<file path="config.mk">
export PLATFORM = sky130hd
export DESIGN_NAME = hmem_port_arbiter_flat
export DESIGN_NICKNAME = d
export VERILOG_FILES = /design/src/rtl/hmem_port_arbiter_pkg.sv /design/src/rtl/hmem_port_arbiter_if.sv /design/src/rtl/hmem_port_arbiter_starve_ctr.sv /design/src/rtl/hmem_port_arbiter.sv /design/src/flat_wrapper.sv
export SDC_FILE = /design/constraint.sdc
export NUM_CORES = 1
export LEC_CHECK = 0
export ABC_AREA = 1
export CAP_MARGIN = 10
export CORE_AREA = 2 2 143 145
export DETAILED_ROUTE_END_ITERATION = 10
export DIE_AREA = 0 0 145 147
export PLACE_DENSITY = 0.65
export SLEW_MARGIN = 20
export SYNTH_ARGS = -nofsm -noshare
export SYNTH_HDL_FRONTEND = slang
export SYNTH_SLANG_ARGS = --single-unit
</file>
<file path="constraint.sdc">
create_clock -name clk -period 2.6 [get_ports clk]
set_input_delay 0.26 -clock clk [delete_from_list [all_inputs] [get_ports clk]]
set_output_delay 0.26 -clock clk [all_outputs]
set_load 0.005 [all_outputs]
</file>
<file path="src/rtl/hmem_port_arbiter_pkg.sv">
// Shared types for the hmem port arbiter: FSM state encoding, memory op encoding,
// requester indices and the starvation-counter width helper.
package hmem_port_arbiter_pkg;

    typedef enum logic [1:0] {
        IDLE    = 2'd0,
        OWN_L2  = 2'd1,
        OWN_DBG = 2'd2
    } hmem_arb_state_e;

    typedef enum logic {
        MEM_LOAD  = 1'b0,
        MEM_STORE = 1'b1
    } mem_op_e;

    localparam int unsigned REQ_L2  = 0;
    localparam int unsigned REQ_DBG = 1;
    localparam int unsigned NUM_REQ = 2;

    // Bits needed to hold 0..limit inclusive.
    function automatic int unsigned starve_cnt_width(input int unsigned limit);
        return (limit < 1) ? 1 : $clog2(limit + 1);
    endfunction

endpackage

</file>
<file path="src/rtl/hmem_port_arbiter_if.sv">
// Bundle of the two requester ports and the shared main-memory port.
// The slave modport is the arbiter's view; master is the requesters plus memory model.
interface hmem_port_arbiter_if #(
    parameter int XLEN = 32
);
    logic            l2_valid;
    logic            l2_op;
    logic [XLEN-1:0] l2_addr;
    logic [XLEN-1:0] l2_wdata;
    logic            l2_fulfilled;
    logic [XLEN-1:0] l2_rdata;

    logic            dbg_valid;
    logic            dbg_op;
    logic [XLEN-1:0] dbg_addr;
    logic [XLEN-1:0] dbg_wdata;
    logic            dbg_fulfilled;
    logic [XLEN-1:0] dbg_rdata;

    logic            hmem_valid;
    logic            hmem_op;
    logic [XLEN-1:0] hmem_addr;
    logic [XLEN-1:0] hmem_wdata;
    logic            hmem_fulfilled;
    logic [XLEN-1:0] hmem_rdata;

    modport slave (
        input  l2_valid, l2_op, l2_addr, l2_wdata,
        output l2_fulfilled, l2_rdata,
        input  dbg_valid, dbg_op, dbg_addr, dbg_wdata,
        output dbg_fulfilled, dbg_rdata,
        output hmem_valid, hmem_op, hmem_addr, hmem_wdata,
        input  hmem_fulfilled, hmem_rdata
    );

    modport master (
        output l2_valid, l2_op, l2_addr, l2_wdata,
        input  l2_fulfilled, l2_rdata,
        output dbg_valid, dbg_op, dbg_addr, dbg_wdata,
        input  dbg_fulfilled, dbg_rdata,
        input  hmem_valid, hmem_op, hmem_addr, hmem_wdata,
        output hmem_fulfilled, hmem_rdata
    );

endinterface

</file>
<file path="src/rtl/hmem_port_arbiter_starve_ctr.sv">
// Saturating up-counter tracking how long the debug requester has been passed over.
// Clear has priority over increment; sat is high once the count equals LIMIT.
module hmem_arb_starve_ctr
    import hmem_port_arbiter_pkg::*;
#(
    parameter int unsigned LIMIT = 16,
    parameter int unsigned CW    = starve_cnt_width(LIMIT)
) (
    input  logic clk,
    input  logic reset_n,
    input  logic inc,
    input  logic clr,
    output logic sat
);

    logic [CW-1:0] cnt_q;
    logic [CW-1:0] cnt_d;

    assign sat = (cnt_q == CW'(LIMIT));

    always_comb begin
        cnt_d = cnt_q;
        if (clr) begin
            cnt_d = '0;
        end else if (inc && !sat) begin
            cnt_d = cnt_q + 1'b1;
        end
    end

    always_ff @(posedge clk or negedge reset_n) begin
        if (!reset_n) begin
            cnt_q <= '0;
        end else begin
            cnt_q <= cnt_d;
        end
    end

endmodule

</file>
<file path="src/rtl/hmem_port_arbiter.sv">
// Transaction-locked arbiter sharing the hmem port between L2 (fixed priority) and a
// debug loader, with a starvation override that forces a debug grant after a bounded wait.
module hmem_port_arbiter
    import hmem_port_arbiter_pkg::*;
#(
    parameter int XLEN         = 32,
    parameter int STARVE_LIMIT = 16,
    parameter int CNT_W        = 32
) (
    input  logic             clk,
    input  logic             reset_n,
    hmem_port_arbiter_if.slave bus,
    output logic [CNT_W-1:0] l2_grants,
    output logic [CNT_W-1:0] dbg_grants
);

    hmem_arb_state_e    state_q;
    hmem_arb_state_e    state_d;
    logic               starve_sat;
    logic               grant_l2;
    logic               grant_dbg;
    logic [NUM_REQ-1:0] grant_vec;
    logic               mux_op;
    logic [XLEN-1:0]    mux_addr;
    logic [XLEN-1:0]    mux_wdata;

    // Only IDLE grants; with both requesting, debug wins only once it has starved.
    always_comb begin
        grant_l2  = 1'b0;
        grant_dbg = 1'b0;
        if (state_q == IDLE) begin
            if (bus.l2_valid && bus.dbg_valid) begin
                grant_dbg = starve_sat;
                grant_l2  = !starve_sat;
            end else begin
                grant_l2  = bus.l2_valid;
                grant_dbg = bus.dbg_valid;
            end
        end
    end

    always_comb begin
        state_d = state_q;
        case (state_q)
            IDLE: begin
                if (grant_dbg) begin
                    state_d = OWN_DBG;
                end else if (grant_l2) begin
                    state_d = OWN_L2;
                end
            end
            OWN_L2, OWN_DBG: begin
                if (bus.hmem_fulfilled) begin
                    state_d = IDLE;
                end
            end
            default: state_d = IDLE;
        endcase
    end

    always_ff @(posedge clk or negedge reset_n) begin
        if (!reset_n) begin
            state_q <= IDLE;
        end else begin
            state_q <= state_d;
        end
    end

    hmem_arb_starve_ctr #(
        .LIMIT (STARVE_LIMIT)
    ) u_starve_ctr (
        .clk     (clk),
        .reset_n (reset_n),
        .inc     (bus.dbg_valid && (state_q != OWN_DBG)),
        .clr     (grant_dbg),
        .sat     (starve_sat)
    );

    assign grant_vec[REQ_L2]  = grant_l2;
    assign grant_vec[REQ_DBG] = grant_dbg;

    for (genvar gi = 0; gi < NUM_REQ; gi++) begin : g_grant_cnt
        logic [CNT_W-1:0] cnt_q;
        always_ff @(posedge clk or negedge reset_n) begin
            if (!reset_n) begin
                cnt_q <= '0;
            end else if (grant_vec[gi]) begin
                cnt_q <= cnt_q + 1'b1;
            end
        end
    end

    assign l2_grants  = g_grant_cnt[REQ_L2].cnt_q;
    assign dbg_grants = g_grant_cnt[REQ_DBG].cnt_q;

    // The mux follows the owner's live request lines; zero whenever nobody owns the port.
    always_comb begin
        mux_op    = 1'b0;
        mux_addr  = '0;
        mux_wdata = '0;
        case (state_q)
            OWN_L2: begin
                mux_op    = bus.l2_op;
                mux_addr  = bus.l2_addr;
                mux_wdata = bus.l2_wdata;
            end
            OWN_DBG: begin
                mux_op    = bus.dbg_op;
                mux_addr  = bus.dbg_addr;
                mux_wdata = bus.dbg_wdata;
            end
            default: begin
                mux_op    = 1'b0;
                mux_addr  = '0;
                mux_wdata = '0;
            end
        endcase
    end

    assign bus.hmem_valid = (state_q != IDLE);
    assign bus.hmem_op    = mux_op;
    assign bus.hmem_addr  = mux_addr;
    assign bus.hmem_wdata = mux_wdata;

    // A completion arriving in IDLE reaches neither requester.
    assign bus.l2_fulfilled  = bus.hmem_fulfilled && (state_q == OWN_L2);
    assign bus.dbg_fulfilled = bus.hmem_fulfilled && (state_q == OWN_DBG);
    assign bus.l2_rdata      = (state_q == OWN_L2)  ? bus.hmem_rdata : '0;
    assign bus.dbg_rdata     = (state_q == OWN_DBG) ? bus.hmem_rdata : '0;

    // The owner must hold its request until completion; ownership is kept regardless.
    a_l2_holds_valid: assert property (
        @(posedge clk) disable iff (!reset_n) (state_q == OWN_L2) |-> bus.l2_valid
    );
    a_dbg_holds_valid: assert property (
        @(posedge clk) disable iff (!reset_n) (state_q == OWN_DBG) |-> bus.dbg_valid
    );

endmodule
</file>
<file path="src/flat_wrapper.sv">
// flat-port wrapper written by rule: the top's interface ports become plain ports
module hmem_port_arbiter_flat import hmem_port_arbiter_pkg::*;
#(
    parameter int XLEN         = 32,
    parameter int STARVE_LIMIT = 16,
    parameter int CNT_W        = 32
)
  (clk, reset_n, l2_grants, dbg_grants, bus_l2_valid, bus_l2_op, bus_l2_addr, bus_l2_wdata, bus_l2_fulfilled, bus_l2_rdata, bus_dbg_valid, bus_dbg_op, bus_dbg_addr, bus_dbg_wdata, bus_dbg_fulfilled, bus_dbg_rdata, bus_hmem_valid, bus_hmem_op, bus_hmem_addr, bus_hmem_wdata, bus_hmem_fulfilled, bus_hmem_rdata);
  hmem_port_arbiter_if #(.XLEN(XLEN)) bus_i ();
  input  logic clk;
  input  logic reset_n;
  output logic [CNT_W-1:0] l2_grants;
  output logic [CNT_W-1:0] dbg_grants;
  input wire logic [$bits(bus_i.l2_valid)-1:0] bus_l2_valid;
  input wire logic [$bits(bus_i.l2_op)-1:0] bus_l2_op;
  input wire logic [$bits(bus_i.l2_addr)-1:0] bus_l2_addr;
  input wire logic [$bits(bus_i.l2_wdata)-1:0] bus_l2_wdata;
  output wire logic [$bits(bus_i.l2_fulfilled)-1:0] bus_l2_fulfilled;
  output wire logic [$bits(bus_i.l2_rdata)-1:0] bus_l2_rdata;
  input wire logic [$bits(bus_i.dbg_valid)-1:0] bus_dbg_valid;
  input wire logic [$bits(bus_i.dbg_op)-1:0] bus_dbg_op;
  input wire logic [$bits(bus_i.dbg_addr)-1:0] bus_dbg_addr;
  input wire logic [$bits(bus_i.dbg_wdata)-1:0] bus_dbg_wdata;
  output wire logic [$bits(bus_i.dbg_fulfilled)-1:0] bus_dbg_fulfilled;
  output wire logic [$bits(bus_i.dbg_rdata)-1:0] bus_dbg_rdata;
  output wire logic [$bits(bus_i.hmem_valid)-1:0] bus_hmem_valid;
  output wire logic [$bits(bus_i.hmem_op)-1:0] bus_hmem_op;
  output wire logic [$bits(bus_i.hmem_addr)-1:0] bus_hmem_addr;
  output wire logic [$bits(bus_i.hmem_wdata)-1:0] bus_hmem_wdata;
  input wire logic [$bits(bus_i.hmem_fulfilled)-1:0] bus_hmem_fulfilled;
  input wire logic [$bits(bus_i.hmem_rdata)-1:0] bus_hmem_rdata;
  assign bus_i.l2_valid = bus_l2_valid;
  assign bus_i.l2_op = bus_l2_op;
  assign bus_i.l2_addr = bus_l2_addr;
  assign bus_i.l2_wdata = bus_l2_wdata;
  assign bus_l2_fulfilled = bus_i.l2_fulfilled;
  assign bus_l2_rdata = bus_i.l2_rdata;
  assign bus_i.dbg_valid = bus_dbg_valid;
  assign bus_i.dbg_op = bus_dbg_op;
  assign bus_i.dbg_addr = bus_dbg_addr;
  assign bus_i.dbg_wdata = bus_dbg_wdata;
  assign bus_dbg_fulfilled = bus_i.dbg_fulfilled;
  assign bus_dbg_rdata = bus_i.dbg_rdata;
  assign bus_hmem_valid = bus_i.hmem_valid;
  assign bus_hmem_op = bus_i.hmem_op;
  assign bus_hmem_addr = bus_i.hmem_addr;
  assign bus_hmem_wdata = bus_i.hmem_wdata;
  assign bus_i.hmem_fulfilled = bus_hmem_fulfilled;
  assign bus_i.hmem_rdata = bus_hmem_rdata;
  hmem_port_arbiter #(.XLEN(XLEN), .STARVE_LIMIT(STARVE_LIMIT), .CNT_W(CNT_W)) u_core (.clk(clk), .reset_n(reset_n), .bus(bus_i), .l2_grants(l2_grants), .dbg_grants(dbg_grants));
endmodule
</file>
# After elaboration in Yosys (flattened, before gate mapping)
# Index checks and enable logic that the tools add are counted.
# totals
regBits	71
inputBits	167
output_inout_bits	196
wordCells	39
# classes
n_addsub	3
eq_ne	6
mux	15
n_reduce_logical	11
# op_table
cell	n
case mux 32 bit (2 select lines)	2
adder 32 x 1 -> 32 bit (second input constant)	2
two-way mux 32 bit	2
two-way mux 5 bit	2
two-way mux 2 bit	3
adder 5 x 1 -> 5 bit (second input constant)	1
== test 5 bit (second input constant)	1
logical AND 1 bit	5
two-way mux 1 bit	4
inequality test 2 bit (second input constant)	2
case mux 2 bit (2 select lines)	1
nonzero test 2 bit	2
inequality test 3 x 1 -> 1 bit (second input constant)	1
== test 2 x 1 -> 1 bit (second input constant)	1
== test 2 bit (second input constant)	1
logical NOT 2 bit	1
case mux 1 bit (2 select lines)	1
AND reduction 2 bit	1
OR reduction 2 bit	1
logical NOT 1 bit	1

# Logic depth before layout (Yosys ltp)
# logic_depth
word_depth	7
ltp_mapped	12
depth_no_buf	12

# Modules after synthesis
# From an unflattened synthesis, not the netlist that was laid out.
# unflattened
hier_cells	884
area_unflattened_um2	5477.8
# modules_own_cells
mod	n_inst	cells_per_inst	area_each_um2	seq_area_each_um2
hmem_port_arbiter	1	843	5136.2	1651.6
hmem_arb_starve_ctr	1	41	341.6	125.1

# Least setup slack after synthesis
# No wires, ideal clock.
# synth_path
kind	register -> output
startpoint	register u_core.state_q[0]
endpoint	output bus_hmem_addr[0]
arrival_time_ns	1.383
required_time_ns	2.340
setup_slack_ns	0.957
stages_incl_launch_ff	7
n_path_buf	2
cell_sequence	dfrtp_1 > inv_1 > ha_1 > inv_1 > clkbuf_1 > clkbuf_1 > a21oi_1
# synth_via
elab_chain_len	2
elab_cells_between_ends	3
classes_between	eq/ne (2); mux (1)
# synth_lines
element	line_no	source
start: declaration	hmem_port_arbiter.sv:17	hmem_arb_state_e state_q;
start signal: assignment	hmem_port_arbiter.sv:65	state_q <= state_d;
== test 2 bit or == test 2 x 1 -> 1 bit (tied branches)	hmem_port_arbiter.sv:101	case (state_q)
case mux 32 bit (2 select lines) (*)	hmem_port_arbiter.sv:101	
end: declaration	flat_wrapper.sv:28	output wire logic [$bits(bus_i.hmem_addr)-1:0] bus_hmem_addr;
# Mark *: on every way between the ends. The rest lies on a longest branch, timed or not.

# Worst setup path in the final report
# Same ends and word-level chain as after synthesis.

==> metrics.cfg <==
[sta]
finalWorstSetupSlack_ns=0.0619
slew_headroom_pct=66.1
setup_viol_count_final=0
finalCriticalPeriod_ns=2.54
final.setup.tns_ns=0
tightest_slew_ns=0.509
fmax_ghz=0.394
rsz0062_at_grt=true
finalCritPeriodShare_pct=97.6
final_hold_viol_count=0
fin_skew_ns=0.0101
slew_viol_final=0

[global_route]
grt_overflow=0
grt_usage_pct=24.1
grt_antenna_before_repair=13
grt_pass1_wl_mm=39.7
grt_max_degree=72
first_global_vias=6918

[placed_design]
placed_area_um2=9850
gp_congestion=0.927
preCtsSetupSlack_ns=0.315
dp_hpwl_mm=21.5
portBuffers=362

[die]
start_util_pct=29.7
core-area_um2=19800
die_w_um=145
die_area_um2=21300
io-pin-count=363
die_h_um=147
num_rows=52

[clock_tree]
clk_path_buf_depth=2
cts_buffers=9
path_clk_slew_ns=0.06
cts_tree=built
cts_sinks=71
root_buffer=clkbuf_16
htreeDepth=3
clk_latency_ns=0.35

[logic_synthesis]
netlist_area_um2=5900
syn_nets=1175
synth_seq_cells=71
synth.avg_cell_area_um2=5.90
yosysWarnings=0
synth_cells=1001
ys_types=30
ys_seq_area_share_pct=30.1

[hold_path]
hold_path.class=in2async

[worst_setup_path]
crit_type=reg2out
worstSetupStartpointType=register
cp.arrival_ns=2.28
required_ns=2.34
endpoint_kind=output pin
crit_fanout=50

[routing]
dr.pass1.iters=6
wl_per_cell_um=16.4
ant_nets=0
dr.first_iter.drc_count=400
routed_wl_mm=26.8
drc=0
viasPerCell=4.51
vias=7362

[cells_and_area]
utilization_pct=51.6
nFillCells=1992
final_cell_area_um2=10200
nNetsFinal=1526
layout-drive-gt1-share_pct=5.38
area_growth_pct=73.4

[pwr]
vdd_drop_max_mv=0.507
total_power_w=0.00657
leakage_nw=4.57
power_per_cell_area_nw_per_um2=642

[run]
maxCapViolCount=0

[outcome]
status=completed

[final timing paths]
check,from,to,slack [ns],cells after the start
min in group clk,u_core.l2_grants[6],u_core.l2_grants[6],0.51,1
max in group asynchronous,reset_n,u_core.l2_grants[28],1.79,3
worst max-delay path,u_core.state_q[0],bus_hmem_addr[0],0.06,6
worst max register to register,u_core.state_q[0],u_core.l2_grants[19],0.69,11
worst min-delay path,reset_n,u_core.dbg_grants[29],0.48,3
worst min register to register,u_core.l2_grants[6],u_core.l2_grants[6],0.51,1
[cell usage after synthesis (all sizes together)]
master	count	area share, %
nand3b	9	1.1
ha	7	1.5
nand4	8	0.85
nand3	37	3.7
a21oi	65	5.5
nor3	6	0.76
nand2	478	31
clkbuf	22	1.4
o21ai	7	0.59
xor2	27	4.0
nor3b	1	0.13
and2	3	0.32
nor4	1	0.11
inv	125	7.9
buf	15	1.6
or2	2	0.21
nor2	108	8.1
dfrtp	71	30
xnor2	9	1.3
[routing by layer]
layer  track usage [%]  up-vias  part of all wire, %
met1              28.1     3290                   40
met4              8.17       18                  2.6
li1                  -     3735                    -
met3              10.5       55                  9.4
met2              39.7      264                   47
met5                 0        -                 0.48
[state kept, by name, summed over array words and instances, names as in the netlist]
register                   count
u_core.dbg_grants             32
u_core.l2_grants              32
u_core.state_q                 2
u_core.u_starve_ctr.cnt_q      5
[layout make-up]
cell class                      count  area [µm²]  area share (%)
Timing Repair Buffer              377        3840            37.5
Multi-Input combinational cell    768        3520            34.4
Sequential cell                    71        1780            17.4
Inverter                          125         472            4.61
Tap cell                          270         338            3.30
Clock buffer                        9         225            2.20
Clock inverter                      7        55.1           0.538
Antenna cell                        4        10.0          0.0978
[report_power, final]
group	switching, W	leakage (nW)	total (W)	internal [W]
Combinational	0.00202	3.48	0.00400	0.00198
Sequential	0.000161	0.952	0.00140	0.00123
Clock	0.000521	0.138	0.00118	0.000657
Total	0.00270	4.57	0.00657	0.00387
[kinds of logic after synthesis]
logic type,synth area share [%]
simple gates,46.0
xor+xnor,5.34
flops,30.1
buf+inv,10.9
compound gates,6.11
fa+ha+maj,1.48
[layout by cell type (no fill, tap or decap), types with 5 or more instances in the layout]
cell type        netlist  final
a21oi_1               65     62
buf_4                  3      7
clkbuf_16              0     10
clkdlybuf4s50_1        0    358
dfrtp_1               71     71
ha_1                   7      5
inv_1                124    123
nand2_1              472    472
nand2_2                5      5
nand3_1               32     32
nand3b_1               9      9
nand4_1                8      8
nor2_1                89     89
nor2_2                14     14
nor2_4                 5      5
o21ai_0                7      7
xnor2_1                9      9
xor2_1                27     27
[stage by stage]
stage / hold WS [ns] / instances
6_report: 0.480 / 1631
3_5_place_dp: 0.325 / 1607
3_3_place_gp: 0.322 / 1607
2_1_floorplan: -0.0356 / 1001
4_1_cts: 0.511 / 1625
5_1_grt: 0.523 / 1631
[worst max-delay path, stage by stage (launching register included)]
cell and delay (ns):
dfrtp_1 0.41, inv_1 0.11, ha_1 0.33, inv_4 0.10, buf_16 0.20, a21oi_1 0.22, clkdlybuf4s50_1 0.54
[what timing repair did]
action                                  4_1_cts  5_1_grt
buffers inserted                              1        1
gates cloned                                  0        1
hold endpoints to repair                     71        0
endpoints found under the setup margin        5        7
hold buffers                                  1        0
gates resized for setup                       1        8
(Power assumes the default switching activity.)
